## src/rtl/pipeline_hazard_ctrl_pkg.sv

```systemverilog
// Shared encodings for the pipeline hazard controller.
//  - WB_SEL_*  : RegisterFileWriteSelect encodings seen on ex_wb_sel
//  - FWD_*     : EX operand source select driven on fwd_a / fwd_b
//  - state_e   : sequencer states (RUN / MEM_WAIT)
//  - strobe_t  : bundle of per-stage stall/flush strobes
package pipeline_hazard_ctrl_pkg;

   localparam logic [1:0] WB_SEL_ALU  = 2'b00;
   localparam logic [1:0] WB_SEL_DRAM = 2'b01;
   localparam logic [1:0] WB_SEL_PC   = 2'b10;

   typedef enum logic [1:0] {
      FWD_REG = 2'b00,
      FWD_MEM = 2'b01,
      FWD_WB  = 2'b10
   } fwd_sel_e;

   typedef enum logic {
      ST_RUN      = 1'b0,
      ST_MEM_WAIT = 1'b1
   } state_e;

   typedef struct packed {
      logic pc_stall;
      logic ifid_stall;
      logic ifid_flush;
      logic idex_stall;
      logic idex_flush;
      logic exmem_stall;
      logic memwb_bubble;
   } strobe_t;

   // EX operands that get a forwarding compare (rs1 -> fwd_a, rs2 -> fwd_b).
   localparam int NUM_OPS = 2;

endpackage

```

## src/rtl/pipeline_hazard_ctrl_if.sv

```systemverilog
// Pipeline <-> hazard controller bundle.
//  master : the pipeline datapath (drives stage register fields, consumes strobes)
//  slave  : pipeline_hazard_ctrl
// Inputs to the controller: id_*, ex_*, mem_*, wb_* stage fields.
// Outputs from the controller: stall/flush strobes, fwd_a/fwd_b,
// stall_cycles, mem_timeout.
interface pipeline_hazard_ctrl_if #(
   parameter int REG_AW = 5,
   parameter int CNT_W  = 32
);
   logic [REG_AW-1:0] id_rs1, id_rs2;
   logic              id_rs1_used, id_rs2_used;
   logic [REG_AW-1:0] ex_rs1, ex_rs2, ex_rd;
   logic              ex_we;
   logic [1:0]        ex_wb_sel;
   logic              ex_branch_taken;
   logic [REG_AW-1:0] mem_rd;
   logic              mem_we, mem_req, mem_ready;
   logic [REG_AW-1:0] wb_rd;
   logic              wb_we;

   logic              pc_stall, ifid_stall, ifid_flush;
   logic              idex_stall, idex_flush, exmem_stall, memwb_bubble;
   logic [1:0]        fwd_a, fwd_b;
   logic [CNT_W-1:0]  stall_cycles;
   logic              mem_timeout;

   modport master (
      output id_rs1, id_rs2, id_rs1_used, id_rs2_used,
             ex_rs1, ex_rs2, ex_rd, ex_we, ex_wb_sel, ex_branch_taken,
             mem_rd, mem_we, mem_req, mem_ready, wb_rd, wb_we,
      input  pc_stall, ifid_stall, ifid_flush, idex_stall, idex_flush,
             exmem_stall, memwb_bubble, fwd_a, fwd_b, stall_cycles, mem_timeout
   );

   modport slave (
      input  id_rs1, id_rs2, id_rs1_used, id_rs2_used,
             ex_rs1, ex_rs2, ex_rd, ex_we, ex_wb_sel, ex_branch_taken,
             mem_rd, mem_we, mem_req, mem_ready, wb_rd, wb_we,
      output pc_stall, ifid_stall, ifid_flush, idex_stall, idex_flush,
             exmem_stall, memwb_bubble, fwd_a, fwd_b, stall_cycles, mem_timeout
   );
endinterface

```

## src/rtl/pipeline_hazard_ctrl_fwd_unit.sv

```systemverilog
// fwd_unit: combinational forwarding compare for one EX operand.
//  src            in   REG_AW  EX-stage source register
//  mem_rd/mem_we  in           EX/MEM destination and write enable
//  wb_rd/wb_we    in           MEM/WB destination and write enable
//  sel            out  2       FWD_MEM, FWD_WB or FWD_REG
// MEM wins over WB because it holds the younger write to the same register.
// x0 is hardwired zero, so it is never forwarded.
module fwd_unit
   import pipeline_hazard_ctrl_pkg::*;
#(
   parameter int REG_AW = 5
) (
   input  logic [REG_AW-1:0] src,
   input  logic [REG_AW-1:0] mem_rd,
   input  logic              mem_we,
   input  logic [REG_AW-1:0] wb_rd,
   input  logic              wb_we,
   output logic [1:0]        sel
);

   always_comb begin
      sel = FWD_REG;
      if (mem_we && (mem_rd != '0) && (mem_rd == src))
         sel = FWD_MEM;
      else if (wb_we && (wb_rd != '0) && (wb_rd == src))
         sel = FWD_WB;
   end

endmodule

```

## src/rtl/pipeline_hazard_ctrl.sv

```systemverilog
// pipeline_hazard_ctrl: central sequencer for the IF/ID, ID/EX, EX/MEM and
// MEM/WB pipeline registers.
//  clk, rst  : rising-edge clock, asynchronous active-high reset
//  hz        : slave side of pipeline_hazard_ctrl_if
//              in : ID/EX/MEM/WB register fields, branch outcome, DRAM handshake
//              out: stall/flush strobes, fwd_a/fwd_b, stall_cycles, mem_timeout
// Strobes and forwarding selects are combinational so they take effect at the
// coming edge. A DRAM wait freezes the whole front of the pipe and bubbles
// MEM/WB; otherwise a taken branch flushes, otherwise a load-use inserts one
// bubble. MEM_TIMEOUT must be at least 1.
module pipeline_hazard_ctrl
   import pipeline_hazard_ctrl_pkg::*;
#(
   parameter int         REG_AW      = 5,
   parameter logic [1:0] WB_SEL_DRAM = pipeline_hazard_ctrl_pkg::WB_SEL_DRAM,
   parameter int         MEM_TIMEOUT = 15,
   parameter int         CNT_W       = 32
) (
   input  logic                  clk,
   input  logic                  rst,
   pipeline_hazard_ctrl_if.slave hz
);

   localparam int              WW  = $clog2(MEM_TIMEOUT + 1);
   localparam logic [WW-1:0]   TMO = WW'(MEM_TIMEOUT);

   state_e           state, state_nxt;
   logic [WW-1:0]    wait_cnt;
   logic [CNT_W-1:0] stall_cycles;
   logic             mem_timeout;
   logic             load_use, mem_busy;
   strobe_t          strb;

   // ---------------- forwarding, one compare per EX operand ----------------
   logic [NUM_OPS-1:0][REG_AW-1:0] op_src;
   logic [NUM_OPS-1:0][1:0]        op_sel;

   assign op_src = {hz.ex_rs2, hz.ex_rs1};

   for (genvar i = 0; i < NUM_OPS; i++) begin : g_fwd
      fwd_unit #(.REG_AW(REG_AW)) u_fwd (
         .src    (op_src[i]),
         .mem_rd (hz.mem_rd),
         .mem_we (hz.mem_we),
         .wb_rd  (hz.wb_rd),
         .wb_we  (hz.wb_we),
         .sel    (op_sel[i])
      );
   end

   // ---------------- hazard detect, strobe priority, next state ----------------
   always_comb begin
      load_use = hz.ex_we && (hz.ex_wb_sel == WB_SEL_DRAM) && (hz.ex_rd != '0) &&
                 ((hz.id_rs1_used && (hz.id_rs1 == hz.ex_rd)) ||
                  (hz.id_rs2_used && (hz.id_rs2 == hz.ex_rd)));
      mem_busy = hz.mem_req && !hz.mem_ready;

      strb      = '0;
      state_nxt = state;

      if (mem_busy) begin
         // EX is frozen too, so any branch/load-use is seen again after the wait.
         strb.pc_stall     = 1'b1;
         strb.ifid_stall   = 1'b1;
         strb.idex_stall   = 1'b1;
         strb.exmem_stall  = 1'b1;
         strb.memwb_bubble = 1'b1;
      end else if (hz.ex_branch_taken) begin
         // The ID instruction is wrong-path, so its load-use is irrelevant.
         strb.ifid_flush = 1'b1;
         strb.idex_flush = 1'b1;
      end else if (load_use) begin
         // Next cycle the load has left EX, so the bubble lasts one cycle.
         strb.pc_stall   = 1'b1;
         strb.ifid_stall = 1'b1;
         strb.idex_flush = 1'b1;
      end

      unique case (state)
         ST_RUN:      if (mem_busy) state_nxt = ST_MEM_WAIT;
         ST_MEM_WAIT: if (hz.mem_req && hz.mem_ready) state_nxt = ST_RUN;
         default:     state_nxt = ST_RUN;
      endcase

      if (rst) strb = '0;
   end

   // ---------------- state, wait counter, statistics ----------------
   always_ff @(posedge clk or posedge rst) begin
      if (rst) begin
         state        <= ST_RUN;
         wait_cnt     <= '0;
         stall_cycles <= '0;
         mem_timeout  <= 1'b0;
      end else begin
         state <= state_nxt;

         if (state_nxt == ST_RUN)
            wait_cnt <= '0;
         else if ((state == ST_MEM_WAIT) && (wait_cnt != TMO))
            wait_cnt <= wait_cnt + WW'(1);

         // Sticky: the FSM keeps waiting, software reads the flag.
         if (wait_cnt == TMO)
            mem_timeout <= 1'b1;

         if (strb.pc_stall)
            stall_cycles <= stall_cycles + CNT_W'(1);
      end
   end

   // ---------------- outputs ----------------
   assign hz.pc_stall     = strb.pc_stall;
   assign hz.ifid_stall   = strb.ifid_stall;
   assign hz.ifid_flush   = strb.ifid_flush;
   assign hz.idex_stall   = strb.idex_stall;
   assign hz.idex_flush   = strb.idex_flush;
   assign hz.exmem_stall  = strb.exmem_stall;
   assign hz.memwb_bubble = strb.memwb_bubble;
   assign hz.fwd_a        = rst ? 2'b00 : op_sel[0];
   assign hz.fwd_b        = rst ? 2'b00 : op_sel[1];
   assign hz.stall_cycles = stall_cycles;
   assign hz.mem_timeout  = mem_timeout;

endmodule
```

## src/flat_wrapper.sv

```systemverilog
// flat-port wrapper written by rule: the top's interface ports become plain ports
module pipeline_hazard_ctrl_flat import pipeline_hazard_ctrl_pkg::*;
#(
   parameter int         REG_AW      = 5,
   parameter logic [1:0] WB_SEL_DRAM = pipeline_hazard_ctrl_pkg::WB_SEL_DRAM,
   parameter int         MEM_TIMEOUT = 15,
   parameter int         CNT_W       = 32
)
  (clk, rst, hz_id_rs1, hz_id_rs2, hz_id_rs1_used, hz_id_rs2_used, hz_ex_rs1, hz_ex_rs2, hz_ex_rd, hz_ex_we, hz_ex_wb_sel, hz_ex_branch_taken, hz_mem_rd, hz_mem_we, hz_mem_req, hz_mem_ready, hz_wb_rd, hz_wb_we, hz_pc_stall, hz_ifid_stall, hz_ifid_flush, hz_idex_stall, hz_idex_flush, hz_exmem_stall, hz_memwb_bubble, hz_fwd_a, hz_fwd_b, hz_stall_cycles, hz_mem_timeout);
  pipeline_hazard_ctrl_if #(.REG_AW(REG_AW), .CNT_W(CNT_W)) hz_i ();
  input  logic clk;
  input  logic rst;
  input wire logic [$bits(hz_i.id_rs1)-1:0] hz_id_rs1;
  input wire logic [$bits(hz_i.id_rs2)-1:0] hz_id_rs2;
  input wire logic [$bits(hz_i.id_rs1_used)-1:0] hz_id_rs1_used;
  input wire logic [$bits(hz_i.id_rs2_used)-1:0] hz_id_rs2_used;
  input wire logic [$bits(hz_i.ex_rs1)-1:0] hz_ex_rs1;
  input wire logic [$bits(hz_i.ex_rs2)-1:0] hz_ex_rs2;
  input wire logic [$bits(hz_i.ex_rd)-1:0] hz_ex_rd;
  input wire logic [$bits(hz_i.ex_we)-1:0] hz_ex_we;
  input wire logic [$bits(hz_i.ex_wb_sel)-1:0] hz_ex_wb_sel;
  input wire logic [$bits(hz_i.ex_branch_taken)-1:0] hz_ex_branch_taken;
  input wire logic [$bits(hz_i.mem_rd)-1:0] hz_mem_rd;
  input wire logic [$bits(hz_i.mem_we)-1:0] hz_mem_we;
  input wire logic [$bits(hz_i.mem_req)-1:0] hz_mem_req;
  input wire logic [$bits(hz_i.mem_ready)-1:0] hz_mem_ready;
  input wire logic [$bits(hz_i.wb_rd)-1:0] hz_wb_rd;
  input wire logic [$bits(hz_i.wb_we)-1:0] hz_wb_we;
  output wire logic [$bits(hz_i.pc_stall)-1:0] hz_pc_stall;
  output wire logic [$bits(hz_i.ifid_stall)-1:0] hz_ifid_stall;
  output wire logic [$bits(hz_i.ifid_flush)-1:0] hz_ifid_flush;
  output wire logic [$bits(hz_i.idex_stall)-1:0] hz_idex_stall;
  output wire logic [$bits(hz_i.idex_flush)-1:0] hz_idex_flush;
  output wire logic [$bits(hz_i.exmem_stall)-1:0] hz_exmem_stall;
  output wire logic [$bits(hz_i.memwb_bubble)-1:0] hz_memwb_bubble;
  output wire logic [$bits(hz_i.fwd_a)-1:0] hz_fwd_a;
  output wire logic [$bits(hz_i.fwd_b)-1:0] hz_fwd_b;
  output wire logic [$bits(hz_i.stall_cycles)-1:0] hz_stall_cycles;
  output wire logic [$bits(hz_i.mem_timeout)-1:0] hz_mem_timeout;
  assign hz_i.id_rs1 = hz_id_rs1;
  assign hz_i.id_rs2 = hz_id_rs2;
  assign hz_i.id_rs1_used = hz_id_rs1_used;
  assign hz_i.id_rs2_used = hz_id_rs2_used;
  assign hz_i.ex_rs1 = hz_ex_rs1;
  assign hz_i.ex_rs2 = hz_ex_rs2;
  assign hz_i.ex_rd = hz_ex_rd;
  assign hz_i.ex_we = hz_ex_we;
  assign hz_i.ex_wb_sel = hz_ex_wb_sel;
  assign hz_i.ex_branch_taken = hz_ex_branch_taken;
  assign hz_i.mem_rd = hz_mem_rd;
  assign hz_i.mem_we = hz_mem_we;
  assign hz_i.mem_req = hz_mem_req;
  assign hz_i.mem_ready = hz_mem_ready;
  assign hz_i.wb_rd = hz_wb_rd;
  assign hz_i.wb_we = hz_wb_we;
  assign hz_pc_stall = hz_i.pc_stall;
  assign hz_ifid_stall = hz_i.ifid_stall;
  assign hz_ifid_flush = hz_i.ifid_flush;
  assign hz_idex_stall = hz_i.idex_stall;
  assign hz_idex_flush = hz_i.idex_flush;
  assign hz_exmem_stall = hz_i.exmem_stall;
  assign hz_memwb_bubble = hz_i.memwb_bubble;
  assign hz_fwd_a = hz_i.fwd_a;
  assign hz_fwd_b = hz_i.fwd_b;
  assign hz_stall_cycles = hz_i.stall_cycles;
  assign hz_mem_timeout = hz_i.mem_timeout;
  pipeline_hazard_ctrl #(.REG_AW(REG_AW), .WB_SEL_DRAM(WB_SEL_DRAM), .MEM_TIMEOUT(MEM_TIMEOUT), .CNT_W(CNT_W)) u_core (.clk(clk), .rst(rst), .hz(hz_i));
endmodule
```

## config.mk

```make
export PLATFORM = sky130hd
export DESIGN_NAME = pipeline_hazard_ctrl_flat
export DESIGN_NICKNAME = d
export VERILOG_FILES = /design/src/rtl/pipeline_hazard_ctrl_pkg.sv /design/src/rtl/pipeline_hazard_ctrl_if.sv /design/src/rtl/pipeline_hazard_ctrl_fwd_unit.sv /design/src/rtl/pipeline_hazard_ctrl.sv /design/src/flat_wrapper.sv
export SDC_FILE = /design/constraint.sdc
export NUM_CORES = 1
export LEC_CHECK = 0
export ABC_AREA = 1
export CORE_MARGIN = 5
export CORE_UTILIZATION = 60
export CTS_CLUSTER_DIAMETER = 50
export DETAILED_ROUTE_END_ITERATION = 8
export DONT_BUFFER_PORTS = 1
export PLACE_DENSITY = 0.76
export SLEW_MARGIN = 15
export SYNTH_ARGS = -nofsm -noshare
export SYNTH_HDL_FRONTEND = slang
export SYNTH_HIERARCHICAL = 1
export SYNTH_SLANG_ARGS = --single-unit
```

## constraint.sdc

```tcl
create_clock -name clk -period 2.1 [get_ports clk]
set_clock_uncertainty 0.2 [all_clocks]
set_input_delay 0.525 -clock clk [delete_from_list [all_inputs] [get_ports clk]]
set_output_delay 0.525 -clock clk [all_outputs]
set_load 0.05 [all_outputs]
```

[Yosys cells after proc, flatten, opt, wreduce, memory -nomap -nowiden]
Index checks and enable logic that the tools add are counted.
Storage, ports and cells
  bits of input ports: 47
  register bits after elaboration: 38
Cells by class
  bitwise operators: 1
  $add $sub $neg: 2
  reduce and logical (&&, ||, !) cells: 19
  equal/unequal tests: 10
  mux-type cells: 21
Operator list (count)
  adder 32 x 1 -> 32 bit, second input constant: 1
  == test 5 bit: 6
  2-to-1 mux 2 bit: 10
  nonzero test 5 bit: 3
  logical AND 1 bit: 14
  2-to-1 mux 4 bit: 2
  2-to-1 mux 1 bit: 7
  2-to-1 mux 7 bit: 1
  adder 4 x 1 -> 4 bit, second input constant: 1
  == test 4 bit, second input constant: 1
  inequality test 4 bit, second input constant: 1
  == test 2 x 1 -> 1 bit, second input constant: 1
  inequality test 2 bit, second input constant: 1
  case mux 1 bit (2 select lines): 1
  zero test 1 bit: 1
  logical OR 1 bit: 1
  inverter 1 bit: 1

[Logic depth before layout (Yosys ltp)]
  depth in word-level cells: 8
  gate-level depth with buffers: 12
  depth with buffers taken out: 11

[By module]
The synthesis kept the hierarchy.
Modules (own cells, without submodules)
  pipeline_hazard_ctrl: sequential area each 950.9 sq um, cells an instance 459, times used 1, area an instance 2861.5 sq um
  fwd_unit: sequential area each 0.0 sq um, cells an instance 50, times used 2, area an instance 214.0 sq um

[Worst setup path after synthesis]
OpenSTA, ideal clock, no wires.
  path kind: in2out
  start point: in hz_ex_rd[1]
  end point: out hz_pc_stall
  cell stages on the path: 12
  path buffers: 2
  data arrival time: 1.882 ns
  setup slack: -0.507 ns
  cells stage by stage: inv_1 > nand2_1 > nand2_1 > nor2_1 > nand3_1 > nand2_1 > nand3_2 > nand2_4 > nand2_4 > buf_6 > inv_1 > buf_4
On the way
  cells in the longest elaborated chain, start to end: 8
  elaborated cells on any way between the ends: 12
Ends and longest elaborated chain
  start, declared: line flat_wrapper.sv:19  | input wire logic [$bits(hz_i.ex_rd)-1:0] hz_ex_rd;
  == test 5 bit, on equally long branches: line pipeline_hazard_ctrl.sv:54, pipeline_hazard_ctrl.sv:55
  logical AND 1 bit, on equally long branches: line pipeline_hazard_ctrl.sv:54, pipeline_hazard_ctrl.sv:55
  logical OR 1 bit: line pipeline_hazard_ctrl.sv:54  | ((hz.id_rs1_used && (hz.id_rs1 == hz.ex_rd)) ||
  logical AND 1 bit (*): line pipeline_hazard_ctrl.sv:53  | load_use = hz.ex_we && (hz.ex_wb_sel == WB_SEL_DRAM) && (hz.ex_rd != '0) &&
  2-to-1 mux 2 bit (*): line pipeline_hazard_ctrl.sv:72  | end else if (load_use) begin
  2-to-1 mux 2 bit (*): line pipeline_hazard_ctrl.sv:68  | end else if (hz.ex_branch_taken) begin
  2-to-1 mux 2 bit (*): line pipeline_hazard_ctrl.sv:61  | if (mem_busy) begin
  2-to-1 mux 7 bit (*): line pipeline_hazard_ctrl.sv:85  | if (rst) strb = '0;
  end, declared: line flat_wrapper.sv:29  | output wire logic [$bits(hz_i.pc_stall)-1:0] hz_pc_stall;
Every way passes the cells marked *; elsewhere a longest branch is shown, timed or not.

[Worst setup path after layout]
  start point: in hz_id_rs2[1]
  end point: out hz_ifid_stall
On the way
  cells in the longest elaborated chain, start to end: 8
Ends and longest elaborated chain
  start, declared: line flat_wrapper.sv:14  | input wire logic [$bits(hz_i.id_rs2)-1:0] hz_id_rs2;
  == test 5 bit: line pipeline_hazard_ctrl.sv:55  | (hz.id_rs2_used && (hz.id_rs2 == hz.ex_rd)));
  logical AND 1 bit: line pipeline_hazard_ctrl.sv:55
  logical OR 1 bit: line pipeline_hazard_ctrl.sv:54
  logical AND 1 bit: line pipeline_hazard_ctrl.sv:53
  2-to-1 mux 2 bit: line pipeline_hazard_ctrl.sv:72
  2-to-1 mux 2 bit: line pipeline_hazard_ctrl.sv:68
  2-to-1 mux 2 bit: line pipeline_hazard_ctrl.sv:61
  2-to-1 mux 7 bit: line pipeline_hazard_ctrl.sv:85
  end, declared: line flat_wrapper.sv:30  | output wire logic [$bits(hz_i.ifid_stall)-1:0] hz_ifid_stall;
Every way passes these cells.

==> run metrics <==
number of placement rows 27; number of design rule violations left after detail routing 0; period utilisation layout 1.030; pin count of the biggest net entering global routing 36; slowest cell on the critical path buf_12; number of DRC markers in iteration 0 200; Inserted Clock Buffers 5; number of nets in the finished design 649; antenna cell count 0; share of cells above drive strength 1 0.2313; Die W 84.04 um; half-perimeter wire length after placement 7108 um; Final min period 2164 ps; Max Freq 0.4621 GHz; final weighted congestion in routability-driven placement 0.9867; number of hold violations in the final report 0; number of failing setup endpoints in the final timing report 4; root buf cell clkbuf_8; ANT nets after route 0; clock latency on the worst-skew pair 290 ps; I/O pins 91; Yosys warning total 6; post-layout instance count excluding filler cells 673; fraction of the yosys area taken by sequential cells 0.2891; launching element type of the critical path primary input; overall track demand over capacity in global routing 0.2596; residual overflow from global routing 0; type of the worst setup path primary input to output port; Vias 3550; number of nets in the synthesized netlist 608; Slew Limit Fails 0; detail-routed via count per cell 5.275; data required time of the critical path 1370 ps; count of max-cap constraint violations 0; starting density of the core 0.6086; area inside the core boundary 5405 sq um; maximum VDD drop 695.4 uV; average wire per standard cell 13.58 um; first-pass iteration count of the detailed router 5; first-pass GRT wire length 15320 um; CTS H-Tree Depth 2; Pwr Density 490.7 nW/um^2; number of distinct standard cells referenced by the synthesized netlist 26; actual slew at the worst max-slew pin 523.8 ps; worst setup slack before clock tree synthesis -83.68 ps; TritonCTS clock tree done; Total Power Consumption 2.001 mW; RSZ-0062 raised after global routing yes; normalized max-slew margin 0.6508; smallest hold slack 220.7 ps; clk slew on worst S/H paths 80 ps; mean post-synth cell area 5.884 sq um; violations in the final reports negative setup slack; Yosys top cell area share 0.2891; Fill cells 459; Bufs on Longest Clock Path 2; overall routed net length 9142 um; stage delay of the slowest cell on the critical path 170 ps; synthesized netlist cell count 559; Netlist Area Pre-Place 3289 sq um; endpoint arrival time on the critical path 1440 ps; static leakage 2.063 nW; Sink Count 38; relative area change from synthesis to final layout 23.96%; number of synthesized register bits 38; library cell with the largest summed area after synthesis dfrtp_1; critical path capture point type output port; buffers inserted by post-CTS timing repair 0; number of port buffers 0; cells along the critical path inv_8 > nand2_1 > nand2_1 > nor2_1 > nand3_1 > nand2_1 > nand3_2 > nand2_4 > nand2_4 > clkinvlp_4 > buf_12; worst-case setup margin in the final layout -63.95 ps; initial antenna violation count 0; leading post-synthesis cells by cell area dfrtp_1 29%, nand2_1 26%, nand3_1 8.8%; placed instance count 663; height of the die 84.04 um; final core utilization 0.7544; status complete, but fails checks; vias in the first global route 3417; maximum fanout along the worst path 2; cell with the most instances on the worst path nand2_1; worst min-delay path category primary input to flip-flop; floorplan die area 7063 sq um
==> flip-flops by register name, indices dropped and copies added, names as in the netlist <==
signal                  count
u_core/wait_cnt             4
u_core/state                1
u_core/hz.stall_cycles     32
u_core/hz.mem_timeout       1
==> cells in the final DEF, fill, tap and decap left out, types with 2 or more instances in the layout <==
cell and n:
ha_1 2, nand3b_1 5, nand3_1 57, xnor2_1 3, nor2_4 3, clkbuf_8 5
inv_8 8, buf_4 37, nor3_1 18, buf_6 2, xor2_1 12, inv_2 14
o21ai_0 5, inv_1 53, dlygate4sd3_1 2, o21ai_1 2, dfrtp_1 36, dfrtp_2 2
nand2_1 211, a21boi_2 2, nand2_2 18, buf_12 6, clkinvlp_4 3, nor2_1 49
nor3_2 3, nand2_4 4, nor2_2 18, nand3_2 3, inv_4 2, nand4_1 2
a21oi_1 3, inv_12 2
==> cell families (layout without fill, tap and decap cells) <==
group           after synthesis  in the layout  share of synthesized area
fa+ha+maj                     2              2                   0.007606
flops                        38             38                     0.2891
compound gates               15             15                    0.02434
buf+inv                      97            139                     0.1293
xor+xnor                     15             15                    0.03994
simple gates                392            392                     0.5097
==> layout make-up <==
cell class	count	area [sq um]	area share
multi-input cells	424	2037	0.4995
repair buffers	47	440.4	0.1080
clock buffers	6	72.57	0.01780
clock inverters	2	37.54	0.009205
inverters	84	446.7	0.1095
well taps	72	90.09	0.02209
flip-flops and latches	38	953.4	0.2338
==> power breakdown <==
part	total (mW)	switching [mW]	internal, mW
combinational	0.563	0.378	0.186
clock	0.627	0.272	0.355
sequential	0.810	0.0385	0.772
==> per-layer routing <==
metal  GRT usage  wire length (um)
met2      0.4455              4465
met1      0.3303              3812
met4     0.04971               101
met3     0.06614               762
met5           0                 0
==> through the flow <==
step	cell area, sq um	setup TNS [ps]
after CTS	3965	-63.77
after detailed placement	3797	-179.8
after floorplan	3407	-1416
final	4078	-132.5
after global placement	3797	-121.9
after global routing	4078	-593.4
==> worst paths after layout <==
check	start	endpoint	slack, ps	cells after the start
min in group asynchronous	rst	u_core/hz.stall_cycles[9]	520	3
worst max register to register	u_core/hz.stall_cycles[8]	u_core/hz.stall_cycles[17]	190	9
worst max-delay path	hz_id_rs2[1]	hz_ifid_stall	-60	11
worst min-delay path	rst	u_core/hz.stall_cycles[9]	220	3
max in group asynchronous	rst	u_core/hz.stall_cycles[0]	550	4
worst min register to register	u_core/wait_cnt[2]	u_core/wait_cnt[2]	300	1
==> Yosys cell counts <==
cell,instances
inv_2,7
nor2_4,1
buf_6,5
xnor2_1,3
nor3_1,18
nand3_1,58
buf_4,6
nand2_2,3
xor2_1,12
dfrtp_1,38
o21ai_0,8
nand2_1,228
a21boi_0,2
inv_1,77
and3b_1,1
nor2_1,61
nand3b_1,5
nand3_2,2
nand4_1,2
nor3_2,3
a21oi_1,5
nand2_4,2
buf_2,1
clkbuf_1,1
nor2_2,8
ha_1,2
==> critical path, delay by kind of cell <==
kind	cells	cell delay (ps)
AND/OR/NAND/NOR	8	640
buffers and inverters	3	270
==> what timing repair did <==
action | 4_1_cts | 5_1_grt
pin swaps | 18 | 39
resized for setup | 16 | 48
gates cloned | 0 | 0
endpoints found under the setup margin | 3 | 8
hold buffers | 2 | 0
endpoints found under the hold margin | 11 | 0
Power figures use the tool's default switching activity.
